## config.mk

```make
export PLATFORM = sky130hd
export DESIGN_NAME = epl_mem_access_ctrl
export DESIGN_NICKNAME = d
export VERILOG_FILES = /design/src/rtl/epl_mem_access_ctrl.sv
export SDC_FILE = /design/constraint.sdc
export NUM_CORES = 1
export LEC_CHECK = 0
export ABC_AREA = 1
export CORE_UTILIZATION = 44
export CTS_BUF_LIST = sky130_fd_sc_hd__clkbuf_4 sky130_fd_sc_hd__clkbuf_8
export CTS_CLUSTER_SIZE = 20
export DETAILED_ROUTE_END_ITERATION = 8
export PLACE_DENSITY_LB_ADDON = 0.08
export SYNTH_ARGS = -nofsm -noshare
export SYNTH_HDL_FRONTEND = slang
export SYNTH_SLANG_ARGS = --single-unit
```

## constraint.sdc

```tcl
create_clock -name pClk_i -period 1.55 [get_ports pClk_i]
set_input_delay 0.31 -clock pClk_i [delete_from_list [all_inputs] [get_ports pClk_i]]
set_output_delay 0.31 -clock pClk_i [all_outputs]
set_load 0.01 [all_outputs]
```

## src/rtl/epl_mem_access_ctrl.sv

```systemverilog
// Host-side access controller for the EPL FFRAM array: single-word read/write with one-hot wordline drive.
// Optional `EPL_WRITE_VERIFY_EN: each write is followed by a read-back compare on the same row.
module epl_mem_access_ctrl #(
    parameter int ROW    = 16,
    parameter int COLUMN = 16,
    parameter int ROW_AW = 4,
    parameter int TAG_W  = 2,
    parameter int RD_TMO = 4
) (
    input  logic              pClk_i,
    input  logic              nRst_i,
    input  logic              pReq_i,
    input  logic              pWr_i,
    input  logic [ROW_AW-1:0] pAddr_i,
    input  logic [COLUMN-1:0] pMask_i,
    input  logic [COLUMN-1:0] pWdata_i,
    input  logic [TAG_W-1:0]  pTag_i,
    output logic              pReady_o,
    output logic              pAck_o,
    output logic              pErr_o,
    output logic              pRvalid_o,
    output logic [COLUMN-1:0] pRdata_o,
    output logic [TAG_W-1:0]  pRtag_o,
    output logic [ROW-1:0]    pWl_o,
    output logic [COLUMN-1:0] pWe_o,
    output logic [COLUMN-1:0] pDi_o,
    output logic              pRead0_o,
    output logic [TAG_W-1:0]  pAcy1_o,
    input  logic [COLUMN-1:0] pDto_i,
    input  logic              pRead01_i,
    input  logic [TAG_W-1:0]  pAcy2_i
);

    typedef enum logic [1:0] {S_IDLE, S_WR, S_RD, S_RDW} state_t;

    localparam logic [ROW_AW:0] ROW_LIM = (ROW_AW+1)'(ROW);
    localparam logic [3:0]      TMO     = 4'(RD_TMO);

    state_t              state_q, state_d;
    logic [ROW_AW-1:0]   addr_q, addr_d;
    logic [COLUMN-1:0]   mask_q, mask_d;
    logic [COLUMN-1:0]   wdata_q, wdata_d;
    logic [TAG_W-1:0]    tag_q, tag_d;
    logic [3:0]          cnt_q, cnt_d;
    logic                ack_q, ack_d;
    logic                err_q, err_d;
    logic                rvalid_q, rvalid_d;
    logic [COLUMN-1:0]   rdata_q, rdata_d;
    logic [TAG_W-1:0]    rtag_q, rtag_d;
`ifdef EPL_WRITE_VERIFY_EN
    logic                wr_q, wr_d;
`endif

    logic                accept;
    logic                in_range;
    logic [ROW-1:0]      wl_hit;

    assign accept   = (state_q == S_IDLE) && pReq_i;
    assign in_range = ({1'b0, pAddr_i} < ROW_LIM);

    for (genvar gi = 0; gi < ROW; gi++) begin : g_wl
        localparam logic [ROW_AW-1:0] IDX = ROW_AW'(gi);
        assign wl_hit[gi] = (addr_q == IDX);
    end

    always_ff @(posedge pClk_i or negedge nRst_i) begin
        if (!nRst_i) begin
            state_q  <= S_IDLE;
            addr_q   <= '0;
            mask_q   <= '0;
            wdata_q  <= '0;
            tag_q    <= '0;
            cnt_q    <= '0;
            ack_q    <= 1'b0;
            err_q    <= 1'b0;
            rvalid_q <= 1'b0;
            rdata_q  <= '0;
            rtag_q   <= '0;
`ifdef EPL_WRITE_VERIFY_EN
            wr_q     <= 1'b0;
`endif
        end else begin
            state_q  <= state_d;
            addr_q   <= addr_d;
            mask_q   <= mask_d;
            wdata_q  <= wdata_d;
            tag_q    <= tag_d;
            cnt_q    <= cnt_d;
            ack_q    <= ack_d;
            err_q    <= err_d;
            rvalid_q <= rvalid_d;
            rdata_q  <= rdata_d;
            rtag_q   <= rtag_d;
`ifdef EPL_WRITE_VERIFY_EN
            wr_q     <= wr_d;
`endif
        end
    end

    always_comb begin
        state_d  = state_q;
        addr_d   = addr_q;
        mask_d   = mask_q;
        wdata_d  = wdata_q;
        tag_d    = tag_q;
        cnt_d    = cnt_q;
        ack_d    = 1'b0;
        err_d    = 1'b0;
        rvalid_d = 1'b0;
        rdata_d  = rdata_q;
        rtag_d   = rtag_q;
`ifdef EPL_WRITE_VERIFY_EN
        wr_d     = wr_q;
`endif
        case (state_q)
            S_IDLE: begin
                if (accept) begin
                    addr_d  = pAddr_i;
                    mask_d  = pMask_i;
                    wdata_d = pWdata_i;
                    tag_d   = pTag_i;
`ifdef EPL_WRITE_VERIFY_EN
                    wr_d    = pWr_i;
`endif
                    // Out-of-range rows never touch the array; complete with error next cycle.
                    if (in_range) begin
                        state_d = pWr_i ? S_WR : S_RD;
                    end else begin
                        ack_d = 1'b1;
                        err_d = 1'b1;
                    end
                end
            end
            S_WR: begin
`ifdef EPL_WRITE_VERIFY_EN
                state_d = S_RD;
`else
                state_d = S_IDLE;
                ack_d   = 1'b1;
`endif
            end
            S_RD: begin
                state_d = S_RDW;
                cnt_d   = 4'd1;
            end
            S_RDW: begin
                if (pRead01_i) begin
                    state_d = S_IDLE;
                    ack_d   = 1'b1;
`ifdef EPL_WRITE_VERIFY_EN
                    if (wr_q) begin
                        err_d = |((pDto_i ^ wdata_q) & mask_q);
                    end else begin
                        rvalid_d = 1'b1;
                        rdata_d  = pDto_i;
                        rtag_d   = pAcy2_i;
                    end
`else
                    rvalid_d = 1'b1;
                    rdata_d  = pDto_i;
                    rtag_d   = pAcy2_i;
`endif
                end else if (cnt_q == TMO) begin
                    state_d = S_IDLE;
                    ack_d   = 1'b1;
                    err_d   = 1'b1;
                end else begin
                    cnt_d = cnt_q + 4'd1;
                end
            end
            default: state_d = S_IDLE;
        endcase
    end

    // Array strobes decode straight from state so reset drops them without waiting for a clock.
    always_comb begin
        pWl_o    = '0;
        pWe_o    = '0;
        pDi_o    = '0;
        pRead0_o = 1'b0;
        pAcy1_o  = '0;
        case (state_q)
            S_WR: begin
                pWl_o = wl_hit;
                pWe_o = mask_q;
                pDi_o = wdata_q;
            end
            S_RD: begin
                pWl_o    = wl_hit;
                pRead0_o = 1'b1;
                pAcy1_o  = tag_q;
            end
            default: ;
        endcase
    end

    assign pReady_o  = (state_q == S_IDLE);
    assign pAck_o    = ack_q;
    assign pErr_o    = err_q;
    assign pRvalid_o = rvalid_q;
    assign pRdata_o  = rdata_q;
    assign pRtag_o   = rtag_q;

endmodule

```

# Word-level counts from Yosys, hierarchy flattened
# Index checks and enable logic that the tools add are counted.
# W data, S select, Z words.
# totals
register_bits	65
inputBits	61
elab_cells	64
# classes
addsub	1
n_eq_ne	23
muxes	20
reduce_logical	9
# ops
operator	count
$mux W16	3
$eq A4 B4 Y1 const B	8
$eq A4 B3 Y1 const B	5
$mux W2	5
$eq A4 B2 Y1 const B	2
$mux W4	2
$pmux W2 S4	1
$pmux W4 S2	1
$mux W1	7
$reduce_and A2 Y1	3
$add A4 B1 Y4 const B	1
$eq A2 B2 Y1 const B	2
$eq A4 B1 Y1 const B	1
$logic_not A4 Y1	1
$ne A2 B2 Y1 const B	2
$ne A3 B3 Y1 const B	1
$reduce_and A3 Y1	1
$eq A2 B1 Y1 const B	1
$logic_not A2 Y1	1
$ne A2 B1 Y1 const B	1
$pmux W1 S2	1
$reduce_bool A2 Y1	1
$reduce_or A2 Y1	1
$logic_and A1 B1 Y1	1

# Logic depth before layout (Yosys ltp)
# Gate-level depths: netlist of the first run.
# logic_depth
word_depth	4
mapped_depth	8
depth_no_buf	8

# Least setup slack after synthesis of the first run
# No wires, ideal clock.
# synth_timing
kind	reg2out
startpoint	register state_q[0]
endpoint	output port pWl_o[10]
t_arrival_ns	1.256
required_time_ns	1.240
setup_slack_ns	-0.016
path_stages_with_launch	5
path_buffers	0
path_cell_list	dfrtp_1 -> inv_1 -> ha_1 -> clkinv_1 -> nor3_1
# synth_between
elab_chain_len	3
word_cells_on_any_way	4
cone_classes	2 x eq/ne; 1 x mux; 1 x reduce/logical
# synth_lines
element	line_no	source
start: declaration	39	state_t state_q, state_d;
start signal: assignment	83	state_q <= state_d;
$eq A2 B2 Y1 / $eq A2 B1 Y1 (equally long branches)	182	case (state_q)
$reduce_or A2 Y1 (no source line) (*)	n/a	
$mux W16 (*)	182	
end: declaration	24	output logic [ROW-1:0] pWl_o,
# Every way passes the cells marked *; elsewhere a longest branch is shown, timed or not.

# Worst setup path in the final report of the first run
# layout_timing
startpoint	register state_q[1]
endpoint	output port pWl_o[1]
# Same word-level chain as after synthesis.

==> results of run 1 <==
[stage by stage]
step / hold slack [ns] / setup WS, ns / util (%)
floorplan: 0.0144 / -0.0162 / -
global placement: 0.354 / -0.385 / 68.8
detailed placement: 0.353 / -0.436 / 68.8
CTS: 0.484 / -0.290 / 74.2
global route: 0.500 / -0.370 / 77.6
finish: 0.480 / -0.313 / 77.6
[Yosys cell counts, drive strengths merged]
master | instances | area (um2)
a21oi | 4 | 20.0
buf | 10 | 80.1
clkbuf | 1 | 3.75
clkinv | 1 | 3.75
dfrtp | 65 | 1630
ha | 7 | 87.6
inv | 48 | 180
mux2 | 34 | 503
nand2 | 117 | 454
nand3 | 8 | 40.0
nand4 | 1 | 6.26
nor2 | 16 | 60.1
nor3 | 8 | 40.0
o21ai | 3 | 15.0
xor2 | 1 | 8.76
[cells by family (layout without fill, tap and decap cells)]
family | count (synthesis) | in the layout | share of synthesized area (%)
AO/OA/AOI/OAI | 7 | 7 | 1.12
AND/OR/NAND/NOR | 150 | 150 | 19.2
XOR/XNOR | 1 | 1 | 0.280
adder cells (fa/ha/maj) | 7 | 7 | 2.80
flip-flops | 65 | 65 | 52.0
buffers and inverters | 60 | 230 | 8.56
multiplexers | 34 | 34 | 16.1
[flip-flops by register name (all words and copies together), names as in the netlist]
register and cells:
pRdata_o 16, pRtag_o 2, wdata_q 16, cnt_q 4
pErr_o 1, pAck_o 1, addr_q 4, pRvalid_o 1
state_q 2, tag_q 2, mask_q 16
[per-layer routing]
metal	vias to the layer above	global-route usage, %
met5	-	0
met4	0	9.39
met3	10	4.57
met2	89	37.7
met1	1265	26.9
li1	1316	-
[where the power goes]
group / switching [mW] / total [mW] / internal, mW / leakage (nW)
sequential: 0.597 / 3.08 / 2.48 / 0.786
combinational: 2.33 / 5.24 / 2.91 / 2.13
clock: 0.708 / 1.66 / 0.955 / 0.113
[worst max-delay path, cell delays in order, from the launching register on]
cell	delay (ns)
dfrtp_1	0.38
inv_2	0.08
ha_4	0.29
buf_6	0.11
nand3_4	0.09
nor2_2	0.11
buf_2	0.13
[worst paths after layout]
check                                to  cells after the start
min in group asynchronous  pRdata_o[10]                      3
hold / removal              pRdata_o[9]                      2
setup reg to reg             mask_q[13]                      6
setup / recovery               pWl_o[1]                      6
hold reg to reg             pRdata_o[9]                      2
max in group asynchronous    mask_q[14]                      3
[what timing repair did]
action                                  in CTS  in global routing
endpoints found under the setup margin      62                100
hold buffers                                 1                  0
gates resized for setup                    280                 67
gates cloned                                 3                  1
hold endpoints to repair                    54                  0
setup buffers                                5                  2
pin swaps                                   11                  9
[final cells by class]
type	instances	area share [%]
Clock buffer	10	2.59
Timing Repair Buffer	165	30.9
Inverter	49	3.56
Tap cell	96	2.26
Clock inverter	6	1.70
Sequential cell	65	30.7
Multi-Input combinational cell	199	28.4
==> reports/metrics.yaml, run 1 <==
outcome: "complete, but fails checks"
violations: "negative setup slack"
critPathArrivalTime_ns: 1.55
ys_seq_area_share_pct: 52.0
initial_core_util_pct: 45.8
syn2layout_area_growth_pct: 69.5
setup_tns_ns: -12.11
ioPinCount: 134
cts_made_buffers: 9
skew_ns: 0.00881
grt_max_degree: 66
wire_per_inst_um: 13.8
grt_overflow: 0
drtIter0Drc: 89
finalSetupViolCount: 50
drc: 0
power_density_nw_per_um2: 1880
vias: 2680
first_pass_iters: 4
cts_sinks: 65
layout-drive-gt1-share_pct: 40.7
grt_pass1_wl_mm: 12.4
diodes: 0
syn_nets: 392
drv_cap: 0
clock_latency_ns: 0.34
synth_warnings: 0
port_buffers: 133
antenna_found_initial: 0
dpl.hpwl_mm: 5.38
dr_wl_met2_mm: 4.12
wl_mm: 8.14
max_clock_freq_ghz: 0.537
cp-start-kind: "register"
final_common_cell: "nand2_1"
worstPathMaxFanout: 4
r2r-start: "state_q[1]"
clkSlewWorstSetupHoldPaths_ns: 0.08
final_cells: 590
cts-root-buf: "clkbuf_8"
seqCellArea_um2: 1630
dieHeight_um: 86.3
globalplace.congestion: 0.800
synth_cell_types: 21
htree_levels: 3
place_area_um2: 4700
critPathRequiredTime_ns: 1.24
post-route-min-period_ns: 1.86
fillers: 477
clk_path_buf_depth: 2
ff2ff_setup_slack_ns: 0.05
rsz0062_at_grt: "true"
routed_via_density: 4.54
synth_seq_cells: 65
core_area_um2: 6830
die_w_um: 86.3
place_inst: 563
hold_viol: 0
crit_type: "register to output pin"
grt.total_usage_pct: 22.0
leakage_nw: 3.03
grt_pass1_vias: 2694
avgSynthCellArea_um2: 9.66
ant_nets: 0
min_from: "pRdata_o[9]"
vdd_drop_max_v: 0.00119
fin_area_um2: 5300
die_area_um2: 7450
syn_inst: 324
power.total_mw: 9.98
worstMarginPinSlew_ns: 0.349
wl_met1_mm: 3.43
period_share_pct: 120
crit_start: "state_q[1]"
min_path_type: "register to register"
fin_nets: 557
postLayoutSetupSlackWorst_ns: -0.313
netlist_area_um2: 3130
worst_slew_margin_rel_pct: 76.7
end_kind: "output pin"
dr_wl_met3_um: 457
cts_tree: "yes"
top_layer: "met4"
multiInputGateArea_um2: 1500
final_cell_mix: "nand2_1 (90), dfrtp_1 (65), clkdlybuf4s50_1 (60)"
finalMaxSlewViolations: 0
row_count: 30
No activity file was read; power rests on OpenSTA's default activity.
==> run 2, diff against run 1 <==
--- a/config.mk
+++ b/config.mk
@@ -11,5 +11,5 @@
 export CTS_CLUSTER_SIZE = 20
 export DETAILED_ROUTE_END_ITERATION = 8
-export PLACE_DENSITY_LB_ADDON = 0.08
+export PLACE_DENSITY = 0.83
 export SYNTH_ARGS = -nofsm -noshare
 export SYNTH_HDL_FRONTEND = slang
==> constraint.sdc (replaced) <==
create_clock -name pClk_i -period 1.55 [get_ports pClk_i]
set_input_delay 0.31 -clock pClk_i [delete_from_list [all_inputs] [get_ports pClk_i]]
set_output_delay 0.31 -clock pClk_i [all_outputs]
set_load 0.1 [all_outputs]
==> reports/metrics.yaml, run 2 (synthesized netlist as in run 1, its figures left out) <==
drc: 0
ioPinCount: 134
finalSetupViolCount: 51
grt_pass1_wl_mm: 16.7
worstMarginPinSlew_ns: 0.410
crit_type: "register to output pin"
globalplace.congestion: 0.767
syn2layout_area_growth_pct: 101
crit_start: "state_q[0]"
first_pass_iters: 4
dpl.hpwl_mm: 7.37
cts-root-buf: "clkbuf_8"
grt_pass1_vias: 3178
fin_nets: 545
r2r-start: "state_q[0]"
clock_latency_ns: 0.34
final_cell_mix: "nand2_1 (78), buf_12 (78), dfrtp_1 (65)"
vias: 2876
skew_ns: 0.00812
antenna_found_initial: 0
post-route-min-period_ns: 1.98
clkSlewWorstSetupHoldPaths_ns: 0.08
routed_via_density: 4.98
cts_sinks: 65
setup_tns_ns: -19.66
worstPathMaxFanout: 14
ant_nets: 0
min_path_type: "input pin to asynchronous set/reset pin"
postLayoutSetupSlackWorst_ns: -0.429
clk_path_buf_depth: 2
outcome: "complete, but fails checks"
seqCellArea_um2: 1630
multiInputGateArea_um2: 1680
diodes: 0
row_count: 30
max_clock_freq_ghz: 0.505
wire_per_inst_um: 18.5
rsz0062_at_grt: "true"
cp-start-kind: "register"
cts_tree: "yes"
grt_max_degree: 66
drtIter0Drc: 93
critPathRequiredTime_ns: 1.24
worst_slew_margin_rel_pct: 72.6
die_w_um: 86.3
period_share_pct: 128
drv_cap: 0
dieHeight_um: 86.3
die_area_um2: 7450
grt_overflow: 0
fillers: 258
hold_viol: 0
wl_mm: 10.7
port_buffers: 133
end_kind: "output pin"
holdWs_ns: 0.482
grt.total_usage_pct: 30.9
violations: "negative setup slack"
htree_levels: 3
initial_core_util_pct: 45.8
core_area_um2: 6830
layout-drive-gt1-share_pct: 50.2
finalMaxSlewViolations: 0
critPathArrivalTime_ns: 1.67
cts_made_buffers: 9
[run 2: changes by cell type in the layout (fill, tap and decap cells not counted), moves of 7 or more]
cell            previous run  this run
buf_12                     5        78
nor3_2                     7         0
nor3_4                     0         8
dlymetal6s2s_1            10         0
buf_4                     17         9
buf_6                     30         5
nor2_4                     0         8
inv_2                     23         3
nand2_4                   17        33
clkinvlp_4                 1        34
inv_1                     25        11
nand2_1                   90        78
dlygate4sd2_1             10         0
buf_2                     28         1
[run 2: layout make-up]
| cell class | count | area share, % |
|---|---|---|
| tap | 96 | 1.91 |
| multi-input combinational | 199 | 26.8 |
| sequential | 65 | 25.9 |
| clock buffer | 12 | 2.63 |
| inverter | 49 | 5.16 |
| clock inverter | 4 | 1.17 |
| timing repair buffer | 153 | 36.5 |
[run 2: final timing paths]
| check | endpoint | slack, ns | depth (start not counted) |
|---|---|---|---|
| hold reg to reg | cnt_q[3] | 0.52 | 2 |
| min in group pClk_i | pRdata_o[6] | 0.50 | 3 |
| setup / recovery | pDi_o[2] | -0.43 | 6 |
| max in group asynchronous | wdata_q[4] | 0.76 | 3 |
| setup reg to reg | state_q[1] | 0.03 | 9 |
| hold / removal | pRdata_o[6] | 0.48 | 3 |
[run 2: metal layers]
metal / wire [um] / up-vias / track usage, %
met1: 3610 / 1428 / 30.5
met3: 529 / 43 / 7.24
met5: 0 / - / 0
met4: 604 / 0 / 21.5
li1: - / 1293 / -
met2: 5930 / 112 / 56.9
[run 2: worst max-delay path, stage by stage, from the launching register on]
cell        delay (ns)
dfrtp_1           0.42
buf_4             0.17
ha_4              0.18
buf_12            0.17
nand2_2           0.09
clkinvlp_4        0.11
buf_12            0.17
[run 2: timing repair]
item | in CTS | in global routing
endpoints found under the setup margin | 52 | 63
setup buffers | 2 | 1
gates resized for setup | 12 | 2
hold buffers | 1 | 0
endpoints found under the hold margin | 65 | 0
pin swaps | 10 | 3
[run 2: stage by stage]
| stage | std cells | setup slack, ns | utilization [%] | area, um2 |
|---|---|---|---|---|
| 2_1_floorplan | 324 | -0.408 | - | 3720 |
| 5_1_grt | 578 | -0.472 | 92.0 | 6280 |
| 3_5_place_dp | 559 | -0.0491 | 87.3 | 5960 |
| 4_1_cts | 577 | -0.422 | 91.8 | 6270 |
| 6_report | 578 | -0.429 | 92.0 | 6280 |
| 3_3_place_gp | 559 | -0.0202 | 87.3 | 5960 |
Power of run 2 is left out: the tool's default activity adds up to more than one toggle a clock period on the data nets, which glitch-free logic cannot reach.
